--- src/rtl/reg_bank_param.sv ---
// Parametrised RW/RO/W1C register bank with independent valid/ready read and write channels.
// Optional macro REG_BANK_PARAM_ERR_RESP_EN reports address misses on rack_err/wack_err.
module reg_bank_param #(
  parameter int                          ADDR_W    = 16,
  parameter int                          DATA_W    = 32,
  parameter int                          REG_NUM   = 8,
  parameter logic [ADDR_W-1:0]           BASE_ADDR = '0,
  parameter logic [REG_NUM-1:0]          RO_MASK   = '0,
  parameter logic [REG_NUM-1:0]          W1C_MASK  = '0,
  parameter logic [REG_NUM*DATA_W-1:0]   RST_VAL   = '0
) (
  input  logic                           clk,
  input  logic                           rst_n,
  input  logic [ADDR_W-1:0]              rreq_addr,
  input  logic                           rreq_vld,
  output logic                           rreq_rdy,
  output logic [DATA_W-1:0]              rack_data,
  output logic                           rack_err,
  output logic                           rack_vld,
  input  logic                           rack_rdy,
  input  logic [ADDR_W-1:0]              wreq_addr,
  input  logic [DATA_W-1:0]              wreq_data,
  input  logic [DATA_W/8-1:0]            wreq_strb,
  input  logic                           wreq_vld,
  output logic                           wreq_rdy,
  output logic                           wack_err,
  output logic                           wack_vld,
  input  logic                           wack_rdy,
  input  logic [REG_NUM*DATA_W-1:0]      hw_rdat,
  input  logic [REG_NUM*DATA_W-1:0]      hw_set,
  output logic [REG_NUM*DATA_W-1:0]      reg_q,
  output logic [REG_NUM-1:0]             reg_wr_pulse
);

  localparam int                STRB_W = DATA_W / 8;
  localparam int                IDX_W  = (REG_NUM > 1) ? $clog2(REG_NUM) : 1;
  localparam logic [ADDR_W:0]   NUM_A  = (ADDR_W+1)'(REG_NUM);

  logic [DATA_W-1:0]  regs_q [REG_NUM];
  logic [DATA_W-1:0]  regs_d [REG_NUM];
  logic [DATA_W-1:0]  rd_view [REG_NUM];
  logic [DATA_W-1:0]  rack_data_q, rack_data_d;
  logic               rack_vld_q, rack_vld_d;
  logic               rack_err_q, rack_err_d;
  logic               wack_vld_q, wack_vld_d;
  logic               wack_err_q, wack_err_d;
  logic [REG_NUM-1:0] wr_pulse_q, wr_pulse_d;

  logic [ADDR_W-1:0]  r_off, w_off;
  logic [IDX_W-1:0]   r_idx, w_idx;
  logic               r_hit, w_hit, rd_acc, wr_acc;
  logic [DATA_W-1:0]  strb_mask;
  logic [REG_NUM-1:0] wsel;

  // Offset wraps in ADDR_W bits; the >= BASE_ADDR test rejects wrapped low addresses.
  assign r_off  = rreq_addr - BASE_ADDR;
  assign w_off  = wreq_addr - BASE_ADDR;
  assign r_hit  = (rreq_addr >= BASE_ADDR) && ({1'b0, r_off} < NUM_A);
  assign w_hit  = (wreq_addr >= BASE_ADDR) && ({1'b0, w_off} < NUM_A);
  assign r_idx  = r_off[IDX_W-1:0];
  assign w_idx  = w_off[IDX_W-1:0];

  assign rreq_rdy = !rack_vld_q || rack_rdy;
  assign wreq_rdy = !wack_vld_q || wack_rdy;
  assign rd_acc   = rreq_vld && rreq_rdy;
  assign wr_acc   = wreq_vld && wreq_rdy;

  always_comb begin
    strb_mask = '0;
    for (int b = 0; b < STRB_W; b++) strb_mask[b*8 +: 8] = {8{wreq_strb[b]}};
    wsel = '0;
    if (wr_acc && w_hit) wsel[w_idx] = 1'b1;
  end

  always_comb begin
    for (int i = 0; i < REG_NUM; i++) begin
      rd_view[i] = RO_MASK[i] ? hw_rdat[i*DATA_W +: DATA_W] : regs_q[i];
      if (RO_MASK[i]) begin
        regs_d[i] = '0;
      end else if (W1C_MASK[i]) begin
        // Set is OR'ed after the clear so a coincident set wins.
        regs_d[i] = (regs_q[i] & ~({DATA_W{wsel[i]}} & wreq_data & strb_mask))
                    | hw_set[i*DATA_W +: DATA_W];
      end else if (wsel[i]) begin
        regs_d[i] = (regs_q[i] & ~strb_mask) | (wreq_data & strb_mask);
      end else begin
        regs_d[i] = regs_q[i];
      end
    end
  end

  always_comb begin
    rack_vld_d  = rd_acc || (rack_vld_q && !rack_rdy);
    rack_data_d = rack_data_q;
    if (rd_acc) rack_data_d = r_hit ? rd_view[r_idx] : '0;
    wack_vld_d  = wr_acc || (wack_vld_q && !wack_rdy);
    wr_pulse_d  = wsel & ~RO_MASK;
`ifdef REG_BANK_PARAM_ERR_RESP_EN
    rack_err_d  = rd_acc ? !r_hit : rack_err_q;
    wack_err_d  = wr_acc ? !w_hit : wack_err_q;
`else
    rack_err_d  = 1'b0;
    wack_err_d  = 1'b0;
`endif
  end

  always_ff @(posedge clk) begin
    if (!rst_n) begin
      for (int i = 0; i < REG_NUM; i++)
        regs_q[i] <= RO_MASK[i] ? '0 : RST_VAL[i*DATA_W +: DATA_W];
      rack_data_q <= '0;
      rack_vld_q  <= 1'b0;
      rack_err_q  <= 1'b0;
      wack_vld_q  <= 1'b0;
      wack_err_q  <= 1'b0;
      wr_pulse_q  <= '0;
    end else begin
      for (int i = 0; i < REG_NUM; i++) regs_q[i] <= regs_d[i];
      rack_data_q <= rack_data_d;
      rack_vld_q  <= rack_vld_d;
      rack_err_q  <= rack_err_d;
      wack_vld_q  <= wack_vld_d;
      wack_err_q  <= wack_err_d;
      wr_pulse_q  <= wr_pulse_d;
    end
  end

  for (genvar g = 0; g < REG_NUM; g++) begin : g_regq
    assign reg_q[g*DATA_W +: DATA_W] = regs_q[g];
  end

  assign rack_data    = rack_data_q;
  assign rack_vld     = rack_vld_q;
  assign rack_err     = rack_err_q;
  assign wack_vld     = wack_vld_q;
  assign wack_err     = wack_err_q;
  assign reg_wr_pulse = wr_pulse_q;

endmodule
--- config.mk ---
export PLATFORM = sky130hd
export DESIGN_NAME = reg_bank_param
export DESIGN_NICKNAME = d
export VERILOG_FILES = /design/src/rtl/reg_bank_param.sv
export SDC_FILE = /design/constraint.sdc
export NUM_CORES = 1
export LEC_CHECK = 0
export ABC_AREA = 1
export CAP_MARGIN = 20
export CORE_AREA = 2 2 344 346
export CTS_BUF_LIST = sky130_fd_sc_hd__clkbuf_4 sky130_fd_sc_hd__clkbuf_8 sky130_fd_sc_hd__clkbuf_16
export CTS_CLUSTER_SIZE = 12
export DETAILED_ROUTE_END_ITERATION = 10
export DIE_AREA = 0 0 346 348
export GPL_TIMING_DRIVEN = 0
export PLACE_DENSITY_LB_ADDON = 0.25
export SLEW_MARGIN = 20
export SYNTH_ARGS = -nofsm -noshare
export SYNTH_HDL_FRONTEND = slang
export SYNTH_SLANG_ARGS = --single-unit
--- constraint.sdc ---
create_clock -name clk -period 1.78 [get_ports clk]
set_input_delay 0.356 -clock clk [delete_from_list [all_inputs] [get_ports clk]]
set_output_delay 0.356 -clock clk [all_outputs]
set_load 0.005 [all_outputs]
==> results of run 1 <==
==> cells by family (layout without fill, tap and decap cells) <==
group           count (synthesis)  after routing  synth area share, %
simple gates                 1619           1619                 45.1
buf+inv                       433            907                 12.0
flops                         298            298                 41.6
compound gates                 35             35                 1.22
other cells                     1              7               0.0262
==> cell usage after synthesis <==
master and count:
sky130_fd_sc_hd__buf_4 2, sky130_fd_sc_hd__inv_2 1, sky130_fd_sc_hd__buf_1 7, sky130_fd_sc_hd__nand2_1 816
sky130_fd_sc_hd__nor3_1 8, sky130_fd_sc_hd__nor2_2 1, sky130_fd_sc_hd__conb_1 1, sky130_fd_sc_hd__clkbuf_2 32
sky130_fd_sc_hd__clkbuf_1 84, sky130_fd_sc_hd__nand4_1 33, sky130_fd_sc_hd__inv_1 267, sky130_fd_sc_hd__nor2_1 535
sky130_fd_sc_hd__nand3_1 224, sky130_fd_sc_hd__dfxtp_1 298, sky130_fd_sc_hd__and2_1 1, sky130_fd_sc_hd__or2_2 1
sky130_fd_sc_hd__a21oi_1 35, sky130_fd_sc_hd__buf_2 39, sky130_fd_sc_hd__clkinv_1 1
==> power by group <==
part | internal, mW | total (mW) | switching (mW)
clock | 5.47 | 9.23 | 3.76
sequential | 6.65 | 6.66 | 0.00265
combinational | 0.333 | 1.31 | 0.978
total | 12.5 | 17.2 | 4.74
==> final cells by class <==
class | count | area share (%)
Multi-Input combinational cell | 1656 | 30.9
Sequential cell | 298 | 27.9
Timing Repair Buffer | 399 | 16.3
Tap cell | 1536 | 8.79
Clock buffer | 62 | 5.86
Inverter | 269 | 4.64
Buffer | 164 | 4.57
Clock inverter | 13 | 0.973
Antenna cell | 5 | 0.0572
==> routing by layer <==
layer / vias up / share of wire, %
li1: 8050 / -
met1: 7546 / 46
met2: 597 / 41
met3: 118 / 9.4
met4: 8 / 3.6
met5: - / 0.064
==> through the flow <==
step           power (mW)  hold slack (ns)
6_report             17.2            0.145
4_1_cts              17.5            0.110
3_3_place_gp         8.10            0.454
2_1_floorplan        7.41            0.460
5_1_grt              17.8            0.149
3_5_place_dp         8.11            0.460
==> placed cells by master (no fill, tap or decap), types with 34 or more instances in the layout <==
master	netlist	routed
sky130_fd_sc_hd__dfxtp_2	0	72
sky130_fd_sc_hd__buf_4	2	62
sky130_fd_sc_hd__nor2_1	535	532
sky130_fd_sc_hd__nand2_1	816	814
sky130_fd_sc_hd__dfxtp_1	298	214
sky130_fd_sc_hd__inv_1	267	266
sky130_fd_sc_hd__clkbuf_16	0	44
sky130_fd_sc_hd__dlygate4sd2_1	0	284
sky130_fd_sc_hd__clkbuf_2	32	60
sky130_fd_sc_hd__clkbuf_1	84	34
sky130_fd_sc_hd__a21oi_1	35	34
sky130_fd_sc_hd__nand3_1	224	224
==> how the worst min path moves through the flow <==
stage	slack, ns	startpoint	to
2_1_floorplan	0.46	rack_data[8]	rack_data[8]
3_3_place_gp	0.45	rack_data[15]	rack_data[15]
3_5_place_dp	0.46	rack_data[1]	rack_data[1]
4_1_cts	0.11	wreq_data[15]	flop
5_1_grt	0.15	wreq_data[21]	flop
6_report	0.15	wreq_data[21]	flop
==> repair_timing <==
| action | CTS | global route |
|---|---|---|
| pin swaps | 26 | 10 |
| endpoints found under the setup margin | 596 | 237 |
| buffers inserted | 55 | 5 |
| gates resized for setup | 563 | 48 |
| gates cloned | 1 | 1 |
==> metrics, run 1 <==
met3 usage in global routing=slightly below 6%; final estimated routing congestion in global placement=0.829; number of nets in the layout=roughly 3400; Max Root-Sink Buffers=3; type of the worst setup path=reg2out; PwrDens=just under 800 nW/um^2; total number of yosys warnings=0; share of the core filled with cells=18.7%; remaining max-slew budget at the tightest pin=between 20% and 30%; Critical Path AT=between 1 and 1.5 ns; synth-to-layout area growth=52.6%; Critical Path End Type=output port; Post-Place Setup Slack=-1.97 ns; type of the most critical hold path=in2reg; violated checks=setup timing; overall track demand over capacity in global routing=16.0%; worst setup slack for register-to-register paths=0.10 ns; hold bufs inserted after CTS=0; Critical Path, Cell by Cell=clkdlybuf4s15_1; DRT Pass-1 Iters=5; launching instance or port of the critical path=rack_data[10]; distinct cell type count of the synthesized netlist=19; Storage cell area=6100 um^2; launch point of the worst reg-to-reg path=wack_vld; filler-free cell count of the finished design=about 4400; final-report hold violation count=0; capture point of the critical path=rack_data[10]; slowest stage delay, CP=0.48 ns; average vias per placed instance=around 3.7; Top-Level Pins=just under 900; starting DRC count in detailed routing=1206; Worst path depth=1; DRC=0; number of CTS-inserted buffers=between 40 and 50; Die Height=roughly 350 um; total half-perimeter wirelength after legalization and detailed placement=a little under 80000 um; proportion of synthesized chip area in sequential cells=about two fifths; Die Footprint=120000 um^2; Synth Area per Inst=roughly 6 um^2; final clock skew=around 0.045 ns; layout filler cell count=~14000; initial core utilization=about an eighth; clock period minus final worst setup slack=around 1.8 ns; share of the clock period used by the worst path=101%; Worst Setup Start Kind=flop; share of post-route cells with drive strength above 1=about an eighth; overflow left after global routing=0; Fin Setup TNS=-0.0114 ns; hold path cells=3; CTS Root Cell=sky130_fd_sc_hd__clkbuf_16; worst r2r path cells=10; buffers added on ports=~340; CTS H-Tree Depth=2; Placement Cell Area=between 15000 and 20000 um^2; area of all placed cells without fillers=21900 um^2; WL/cell=~22 um; setup repair after global routing missed its margin=yes; CP Data Required Time=about 1.4 ns; Final Max Slew Viols=0; routing layer with the top usage in global route=met2; Static Leakage=12.0 nW; largest area contributor in the netlist=sky130_fd_sc_hd__dfxtp_1; met2 Resource Use GR=between 20% and 30%; largest fanout on the critical path=2; row cnt=126; outcome=finished, violations left; met1 track utilization from global routing=between 20% and 30%; sink count of the clock tree=about 300; x dimension of the die=346 um; pin count of the biggest net entering global routing=14; Synth Cell Area=14300 um^2; initial antenna violation count=11; area share of the largest cell type after synthesis=41.6%; TritonCTS clock tree=built; maximum vdd drop=about 0.00068 V; Inst Count DP=4260; number of buffer and inverter stages on the critical path=1; Cells after Synth=roughly 2400; DRT antenna net count=0; max-cap check violation count=0; total routed wirelength=between 90000 and 100000 um; main area contributors after synthesis=sky130_fd_sc_hd__dfxtp_1, sky130_fd_sc_hd__nand2_1, sky130_fd_sc_hd__nor2_1; smallest setup slack after layout=-0.0114 ns; Final setup viols=1; Synth Register Bits=roughly 300; multi-input combinational cell area=slightly below 7000 um^2; Std-Cell Core Area=117000 um^2; gate family responsible for the most delay along the worst path=buffers and inverters; number of global-route vias before repair=~16000; CTS clock-pin slew for the worst setup and hold paths=around 0.060 ns; peak clock frequency supported by timing=roughly 560 MHz; first-pass GRT wire length=133000 um; clock latency at the later pin of the worst-skew pair=slightly above 0.6 ns; CP max stage cell=sky130_fd_sc_hd__clkdlybuf4s15_1; pin slew with the least headroom to its limit=1.12 ns; total via count after detailed routing=16300
(Power assumes the default switching activity.)
==> inputs of run 2 (changes only) <==
--- a/config.mk
+++ b/config.mk
@@ -14,6 +14,7 @@
 export DIE_AREA = 0 0 346 348
 export GPL_TIMING_DRIVEN = 0
 export PLACE_DENSITY_LB_ADDON = 0.25
+export SKIP_LAST_GASP = 1
 export SLEW_MARGIN = 20
 export SYNTH_ARGS = -nofsm -noshare
 export SYNTH_HDL_FRONTEND = slang
==> run 2 against run 1 <==
The flow still finishes with violations (setup timing). Core utilization barely moved. Clock power hardly changed. Sequential power hardly changed. Total power barely moved. Die area unchanged. Highest routed layer unchanged.
==> metrics, run 2 (synthesis results as in run 1) <==
hold bufs inserted after CTS=0 (unchanged); M1 wire length=45500 um (+0.23%); leading cell type in the layout, fill and taps excluded=sky130_fd_sc_hd__nand2_1; share of the clock period used by the worst path=101% (about the same); pin slew with the least headroom to its limit=1.12 ns (+0.00108 ns); initial antenna violation count=11 (unchanged); Critical Path End Type=output port; average vias per placed instance=3.71 (about the same); type of the most critical hold path=in2reg; row cnt=126 (unchanged); share of post-route cells with drive strength above 1=13.3% (unchanged); largest fanout on the critical path=2 (unchanged); CP max stage cell=sky130_fd_sc_hd__clkdlybuf4s15_1; final clock skew=0.0443 ns (-0.000263 ns); PwrDens=787 nW/um^2 (about the same); DRT Pass-1 Iters=5 (unchanged); Placement Cell Area=19600 um^2 (unchanged); setup repair after global routing missed its margin=yes; CTS H-Tree Depth=2 (unchanged); clock period minus final worst setup slack=1.79 ns (-0.000105 ns); x dimension of the die=346 um (unchanged); post-layout total power=17.2 mW (about the same); total half-perimeter wirelength after legalization and detailed placement=78700 um (unchanged); CP Data Required Time=1.42 ns (about the same); overall track demand over capacity in global routing=16.0% (unchanged); Final Max Slew Viols=0 (unchanged); number of buffer and inverter stages on the critical path=1 (unchanged); met2 wire length=40500 um (about the same); gate family responsible for the most delay along the worst path=buffers and inverters; highest-count cells in the layout ignoring fill and taps=sky130_fd_sc_hd__nand2_1, sky130_fd_sc_hd__nor2_1, sky130_fd_sc_hd__dlygate4sd2_1, sky130_fd_sc_hd__inv_1, sky130_fd_sc_hd__nand3_1; type of the worst setup path=reg2out; Critical Path AT=1.44 ns (about the same); Top-Level Pins=888 (unchanged); sink count of the clock tree=298 (unchanged); smallest setup slack after layout=-0.0113 ns (+0.000105 ns); slowest stage delay, CP=0.48 ns (about the same); DRC=0 (unchanged); Critical Path, Cell by Cell=clkdlybuf4s15_1; number of nets in the layout=3417 (unchanged); initial core utilization=12.2% (unchanged); synth-to-layout area growth=52.6% (about the same); Die Footprint=120000 um^2 (unchanged); remaining max-slew budget at the tightest pin=25.1% (-0.072 points); pin count of the biggest net entering global routing=14 (unchanged); area of all placed cells without fillers=21900 um^2 (about the same); buffers added on ports=335 (unchanged); final estimated routing congestion in global placement=0.829 (unchanged); outcome=finished, violations left; Inst Count DP=4260 (unchanged); Std-Cell Core Area=117000 um^2 (unchanged); total via count after detailed routing=16300 (+0.092%); CTS clock-pin slew for the worst setup and hold paths=0.06 ns (about the same); Worst Setup Start Kind=flop; maximum vdd drop=0.000681 V (about the same); first-pass GRT wire length=133000 um (unchanged); WL/cell=22.5 um (about the same); Final setup viols=1 (unchanged); CTS Root Cell=sky130_fd_sc_hd__clkbuf_16; clock latency at the later pin of the worst-skew pair=0.61 ns (about the same); total routed wirelength=98800 um (about the same); overflow left after global routing=0 (unchanged); Static Leakage=12.0 nW (about the same); number of CTS-inserted buffers=43 (unchanged); starting DRC count in detailed routing=1206 (unchanged); final-report hold violation count=0 (unchanged); number of global-route vias before repair=15900 (unchanged); routed wl met3=9150 um (-1.0%); Max Root-Sink Buffers=3 (unchanged); peak clock frequency supported by timing=558 MHz (about the same); DRT antenna net count=0 (unchanged); violated checks=setup timing; TritonCTS clock tree=built; filler-free cell count of the finished design=4402 (unchanged); top sig layer=met5; max-cap check violation count=0 (unchanged); Die Height=348 um (unchanged)
-- run 2: cell count changes in the layout (fill, tap and decap cells not counted) --
cell | previous run | this run
sky130_fd_sc_hd__buf_2 | 27 | 29
sky130_fd_sc_hd__clkbuf_4 | 26 | 24
-- run 2: power breakdown --
part	switching [mW]	internal, mW	leakage, nW	total, mW
Clock	3.76	5.47	0.732	9.23
Combinational	0.978	0.332	8.82	1.31
Sequential	0.00265	6.65	2.45	6.66
-- run 2: worst paths after layout --
kind | slack [ns] | depth (start not counted) | end | from
max | -0.01 | 1 | rack_data[10] | rack_data[10]
max reg2reg | 0.10 | 10 | flop | wack_vld
min | 0.14 | 3 | flop | wreq_data[21]
min reg2reg | 0.46 | 2 | rack_data[30] | rack_data[30]
-- run 2: worst register-to-register path: stages (launching register included) --
cell and delay (ns):
sky130_fd_sc_hd__dfxtp_2 0.32, sky130_fd_sc_hd__nand2_2 0.07, sky130_fd_sc_hd__nand2_2 0.07, sky130_fd_sc_hd__nor2_4 0.12, sky130_fd_sc_hd__buf_12 0.15, sky130_fd_sc_hd__buf_8 0.13
sky130_fd_sc_hd__nand4_1 0.08, sky130_fd_sc_hd__buf_4 0.18, sky130_fd_sc_hd__buf_2 0.22, sky130_fd_sc_hd__nor2_1 0.15, sky130_fd_sc_hd__nor2_1 0.06
-- run 2: routing by layer --
| layer | up-vias | GRT usage, % |
|---|---|---|
| met5 | - | 0 |
| met1 | 7561 | 21.2 |
| met3 | 118 | 5.88 |
| met2 | 594 | 23.6 |
| li1 | 8053 | - |
| met4 | 8 | 5.61 |
-- run 2: layout make-up --
cell class | instances | area, um^2
clock inverter | 13 | 213
buffer | 164 | 993
multi-input combinational | 1656 | 6760
antenna | 5 | 12.5
tap | 1536 | 1920
timing repair buffer | 399 | 3560
inverter | 269 | 1010
fill | 13600 | 95100
clock buffer | 62 | 1280
sequential | 298 | 6100
-- run 2: what timing repair did --
action                                  4_1_cts  5_1_grt
cloned                                        1        1
buffers inserted                             55        5
resized for setup                           563       46
endpoints found under the setup margin      596      237
pin swaps                                    26       10
-- run 2: through the flow --
stage / setup slack (ns) / hold slack [ns] / utilization (%) / setup TNS (ns)
global route: -0.0341 / 0.149 / 18.7 / -0.0678
finish: -0.0113 / 0.145 / 18.7 / -0.0113
floorplan: 0.166 / 0.460 / - / 0
detailed placement: -1.97 / 0.460 / 16.8 / -502.21
global placement: -2.00 / 0.454 / 16.8 / -505.83
CTS: 0.000805 / 0.110 / 18.6 / 0
==> inputs of run 3 (changes only) <==
--- a/config.mk
+++ b/config.mk
@@ -13,7 +13,7 @@
 export DETAILED_ROUTE_END_ITERATION = 10
 export DIE_AREA = 0 0 346 348
 export GPL_TIMING_DRIVEN = 0
-export PLACE_DENSITY_LB_ADDON = 0.25
+export PLACE_DENSITY = 0.3
 export SKIP_LAST_GASP = 1
 export SLEW_MARGIN = 20
 export SYNTH_ARGS = -nofsm -noshare
==> run 3 against run 2 <==
The flow now finishes without violations. Critical path type is now in2reg. Hold slack got worse by 0.0047 ns. First-iteration DRC count is 19% lower. Clock power down 2.9%. Critical path depth up 6.
==> metrics, run 3 (synthesis results as in run 1) <==
Top-Level Pins=888 (unchanged); Worst path depth=7 (+6); synth-to-layout area growth=52.3%; final hold slack=0.140 ns (-0.00467 ns); remaining max-slew budget at the tightest pin=29.7% (+4.6 points); CTS H-Tree Depth=2 (unchanged); max-cap check violation count=0 (unchanged); peak clock frequency supported by timing=573 MHz (+2.6%); total via count after detailed routing=16300 (-0.27%); highest-count cells in the layout ignoring fill and taps=sky130_fd_sc_hd__nand2_1, sky130_fd_sc_hd__nor2_1, sky130_fd_sc_hd__dlygate4sd2_1, sky130_fd_sc_hd__inv_1, sky130_fd_sc_hd__nand3_1; filler-free cell count of the finished design=4404 (+0.045%); slowest stage delay, CP=0.52 ns (+0.04 ns); PwrDens=776 nW/um^2 (-1.4%); total routed wirelength=101000 um (+2.3%); clock latency at the later pin of the worst-skew pair=0.61 ns (about the same); Critical Path End Type=flop; average vias per placed instance=3.70 (-0.31%); overflow left after global routing=0 (unchanged); outcome=completed; final-report hold violation count=0 (unchanged); row cnt=126 (unchanged); CTS Root Cell=sky130_fd_sc_hd__clkbuf_16; Die Height=348 um (unchanged); initial antenna violation count=12 (+1); Std-Cell Core Area=117000 um^2 (unchanged); type of the worst setup path=in2reg; total half-perimeter wirelength after legalization and detailed placement=79200 um (+0.67%); Fin Setup TNS=0 ns (+0.0113 ns); CTS clock-pin slew for the worst setup and hold paths=0.06 ns (about the same); first-pass GRT wire length=135000 um (+1.5%); most frequent cell on the critical path=sky130_fd_sc_hd__nand3_1; number of global-route vias before repair=16100 (+1.4%); Inst Count DP=4260 (unchanged); sink count of the clock tree=298 (unchanged); Post-Place Setup Slack=-1.86 ns (+0.110 ns); smallest setup slack after layout=0.0342 ns (+0.0455 ns); x dimension of the die=346 um (unchanged); Final setup viols=0 (-1); post-layout total power=16.9 mW (-1.6%); WL/cell=22.9 um (+2.2%); CP Data Required Time=2.30 ns (+0.88 ns); DRT antenna net count=0 (unchanged); share of post-route cells with drive strength above 1=13.8% (+0.50 points); number of nets in the layout=3419 (+0.059%); CP max stage cell=sky130_fd_sc_hd__clkdlybuf4s15_2; overall track demand over capacity in global routing=16.3% (+0.29 points); initial core utilization=12.2% (unchanged); Critical Path AT=2.27 ns (+0.83 ns); Static Leakage=12.1 nW (+0.59%); final clock skew=0.0222 ns (-0.0221 ns); TritonCTS clock tree=built; buffers added on ports=335 (unchanged); worst r2r path cells=10 (unchanged); gate family responsible for the most delay along the worst path=buffers and inverters; DRT Pass-1 Iters=5 (unchanged); pin slew with the least headroom to its limit=1.05 ns (-0.0695 ns); worst setup slack for register-to-register paths=0.07 ns (-0.03 ns); type of the most critical hold path=in2reg; clock period minus final worst setup slack=1.75 ns (-0.0455 ns); leading cell type in the layout, fill and taps excluded=sky130_fd_sc_hd__nand2_1; largest fanout on the critical path=10 (+8); starting DRC count in detailed routing=981 (-19%); Critical Path, Cell by Cell=clkdlybuf4s50_1 -> clkbuf_4 -> clkdlybuf4s15_2 -> nand3_1 -> nand3_1 -> nand3_1 -> a21oi_1; final estimated routing congestion in global placement=0.793 (-4.2%); Worst Setup Start Kind=primary input; setup repair after global routing missed its margin=yes; DRC=0 (unchanged); maximum vdd drop=0.000569 V (-16%); layout filler cell count=13600 (-0.059%); Max Root-Sink Buffers=3 (unchanged); Final Max Slew Viols=0 (unchanged); share of the clock period used by the worst path=98.1% (-2.6 points); number of buffer and inverter stages on the critical path=3 (+2); number of CTS-inserted buffers=44 (+2.3%); pin count of the biggest net entering global routing=12 (-2); Die Footprint=120000 um^2 (unchanged); hold path cells=3 (unchanged)
run 3: path summary, 6_finish.rpt:
kind,start,to
worst max-delay path,rreq_addr[1],rack_data[13]
worst min register to register,rack_data[29],rack_data[29]
worst max register to register,wack_vld,flop
worst min-delay path,wreq_data[31],flop
run 3: tightest hold or removal path: cells and delay by family:
family                 cells  cell delay (ns)
buffers and inverters      1             0.18
AND/OR/NAND/NOR            2             0.16
run 3: what timing repair did:
item / CTS / global route
hold buffers: 0 / 0
gates resized for setup: 526 / 91
setup buffers: 55 / 5
pin swaps: 25 / 10
endpoints found under the setup margin: 596 / 292
cloned: 0 / 3
run 3: power breakdown:
part           leakage (nW)  switching, mW  internal [mW]  total, mW
logic                  8.89          0.996          0.328       1.32
clock network         0.719           3.72           5.24       8.96
registers              2.46        0.00370           6.64       6.64
total                  12.1           4.72           12.2       16.9
run 3: final cells by class:
type / count / area (um^2) / area share, %
Sequential cell: 298 / 6140 / 28.2
Antenna cell: 3 / 7.51 / 0.0344
Multi-Input combinational cell: 1656 / 6770 / 31.0
Tap cell: 1536 / 1920 / 8.81
Clock buffer: 70 / 1360 / 6.25
Inverter: 269 / 1010 / 4.65
Clock inverter: 8 / 50.0 / 0.229
Timing Repair Buffer: 400 / 3560 / 16.3
Buffer: 164 / 978 / 4.49
run 3: through the flow:
stage | util (%) | instance area (um^2)
2_1_floorplan | - | 14300
3_3_place_gp | 16.8 | 19600
3_5_place_dp | 16.8 | 19600
4_1_cts | 18.4 | 21500
5_1_grt | 18.6 | 21800
6_report | 18.6 | 21800
run 3: layer usage:
layer / wire (um) / track usage [%] / share of wire (%) / up-vias
met5: 111 / 0 / 0.11 / -
met4: 1520 / 3.02 / 1.5 / 16
met3: 8370 / 5.73 / 8.3 / 88
met2: 43500 / 25.3 / 43 / 506
met1: 47600 / 21.8 / 47 / 7632
li1: - / - / - / 8048
==> variant: new RTL, settings of run 3 <==
Set the parameter `ADDR_W` to 15 (it was 16).
--- a/src/rtl/reg_bank_param.sv
+++ b/src/rtl/reg_bank_param.sv
@@ -2,5 +2,5 @@
 // Optional macro REG_BANK_PARAM_ERR_RESP_EN reports address misses on rack_err/wack_err.
 module reg_bank_param #(
-  parameter int                          ADDR_W    = 16,
+  parameter int                          ADDR_W    = 15,
   parameter int                          DATA_W    = 32,
   parameter int                          REG_NUM   = 8,
Ports: changed (resized rreq_addr and wreq_addr); port bits go from 888 to 886. The function was not compared with the original's and may differ.
==> variant against run 3 <==
  * Routed wire length grew 0.30%
  * First-iteration DRC count grew 5.0%
  * Area after synthesis shrank 0.10%
  * Sequential cell count is the same
  * Power shrank 0.52%
  * Final area shrank 0.58%
  * Worst setup slack gained 0.53 ps
  * Maximum frequency is essentially flat
==> variant: results (changes against run 3) <==
stage,metric,value,unit,change
worst_setup_path,crit_fanout,2,,-8
drt,wl_met3,6914,um,-17%
clocking,post_cts_buffers,58,,+5.5%
global_routing,grt_pass1_wl,136400,um,+0.78%
drt,drt_iter0_drc,1030,,+5.0%
logic_synthesis,synth_compound_area_share,1.224,%,+0.0013 points
global_routing,grt_use_total,16.38,%,+0.087 points
global_routing,grt_pass1_vias,15900,,-1.3%
worst_setup_path,worstPathArrival,1390,ps,-880 ps
place,dp_hpwl,79210,um,about the same
clocking,postCtsResizedCells,541,,+2.9%
global_routing,grt_antenna_before_repair,13,,+1
power,p_switching,0.004656,W,-1.3%
cells_and_area,layoutNonFillerInstCount,4397,,-0.16%
worst_setup_path,critPathLaunch,rack_data[31],,
place,dp_cells,4254,,-0.14%
logic_synthesis,yosysUniqueCellTypes,18,,-1
logic_synthesis,seq_area_frac_synth,41.69,%,+0.044 points
sta,hold_ws,119.4,ps,-20.69 ps
logic_synthesis,synth_common_cells,"816 x nand2_1, 537 x nor2_1, 298 x dfxtp_1",,
global_routing,grt_util_met3,4.562,%,-1.2 points
worst_setup_path,cp_slowest_cell,clkdlybuf4s15_1,,
place,dpl_worst_slack,-1731,ps,+132.5 ps
global_routing,globalRouteMet1Util,22.18,%,+0.40 points
drt,routed_via_density,3.693,,-0.15%
worst_setup_path,r2r_slack,110,ps,+40 ps
clocking,cts_made_buffers,43,,-2.3%
sta,slew_headroom,27.72,%,-2.0 points
run_status,status,finished clean,,
worst_setup_path,cp-endpoint,rack_data[31],,
logic_synthesis,yosys-top-cells-area,"dfxtp_1 42%, nand2_1 21%, nor2_1 14%",,
floorplanning,start_util,12.23,%,-0.013 points
sta,fin_crit_sh,98.05,%,about the same
place,gp_congestion,0.7887,,-0.59%
logic_synthesis,syn_avg_cell_area,6.002,sq um,about the same
drt,wl_met2,44860,um,+3.2%
cells_and_area,layout-drive-gt1-share,13.81,%,-0.017 points
place,placed_cell_area,0.01958,sq mm,-0.25%
drt,wl_met1,47890,um,+0.66%
global_routing,grt_max_degree,13,,+1
==> variant: cell types whose count changed in the layout (fill, tap and decap cells not counted), moves of 5 or more <==
| cell | delta |
|---|---|
| buf_2 | +5 |
| buf_6 | -7 |
| dlygate4sd2_1 | -6 |
| clkdlybuf4s15_2 | +8 |
| clkbuf_4 | -8 |
| clkbuf_8 | +5 |
==> variant: area by class of cell <==
type                       instances  area [sq um]
antenna                            7         17.52
buffer                           162         894.6
clock buffer                      68          1358
clock inverter                     7         77.57
fill                           13650         95290
inverter                         268          1006
multi-input combinational       1655          6733
sequential                       298          6151
tap                             1536          1922
timing repair buffer             396          3530
==> variant: power by group through the flow <==
stage / logic, W / registers (W) / clock network [W]
floorplan: 0.000588 / 0.00682 / 0
CTS: 0.00132 / 0.00663 / 0.00917
finish: 0.00130 / 0.00664 / 0.00890
detailed placement: 0.00129 / 0.00682 / 0
global route: 0.00140 / 0.00663 / 0.00941
global placement: 0.00129 / 0.00682 / 0
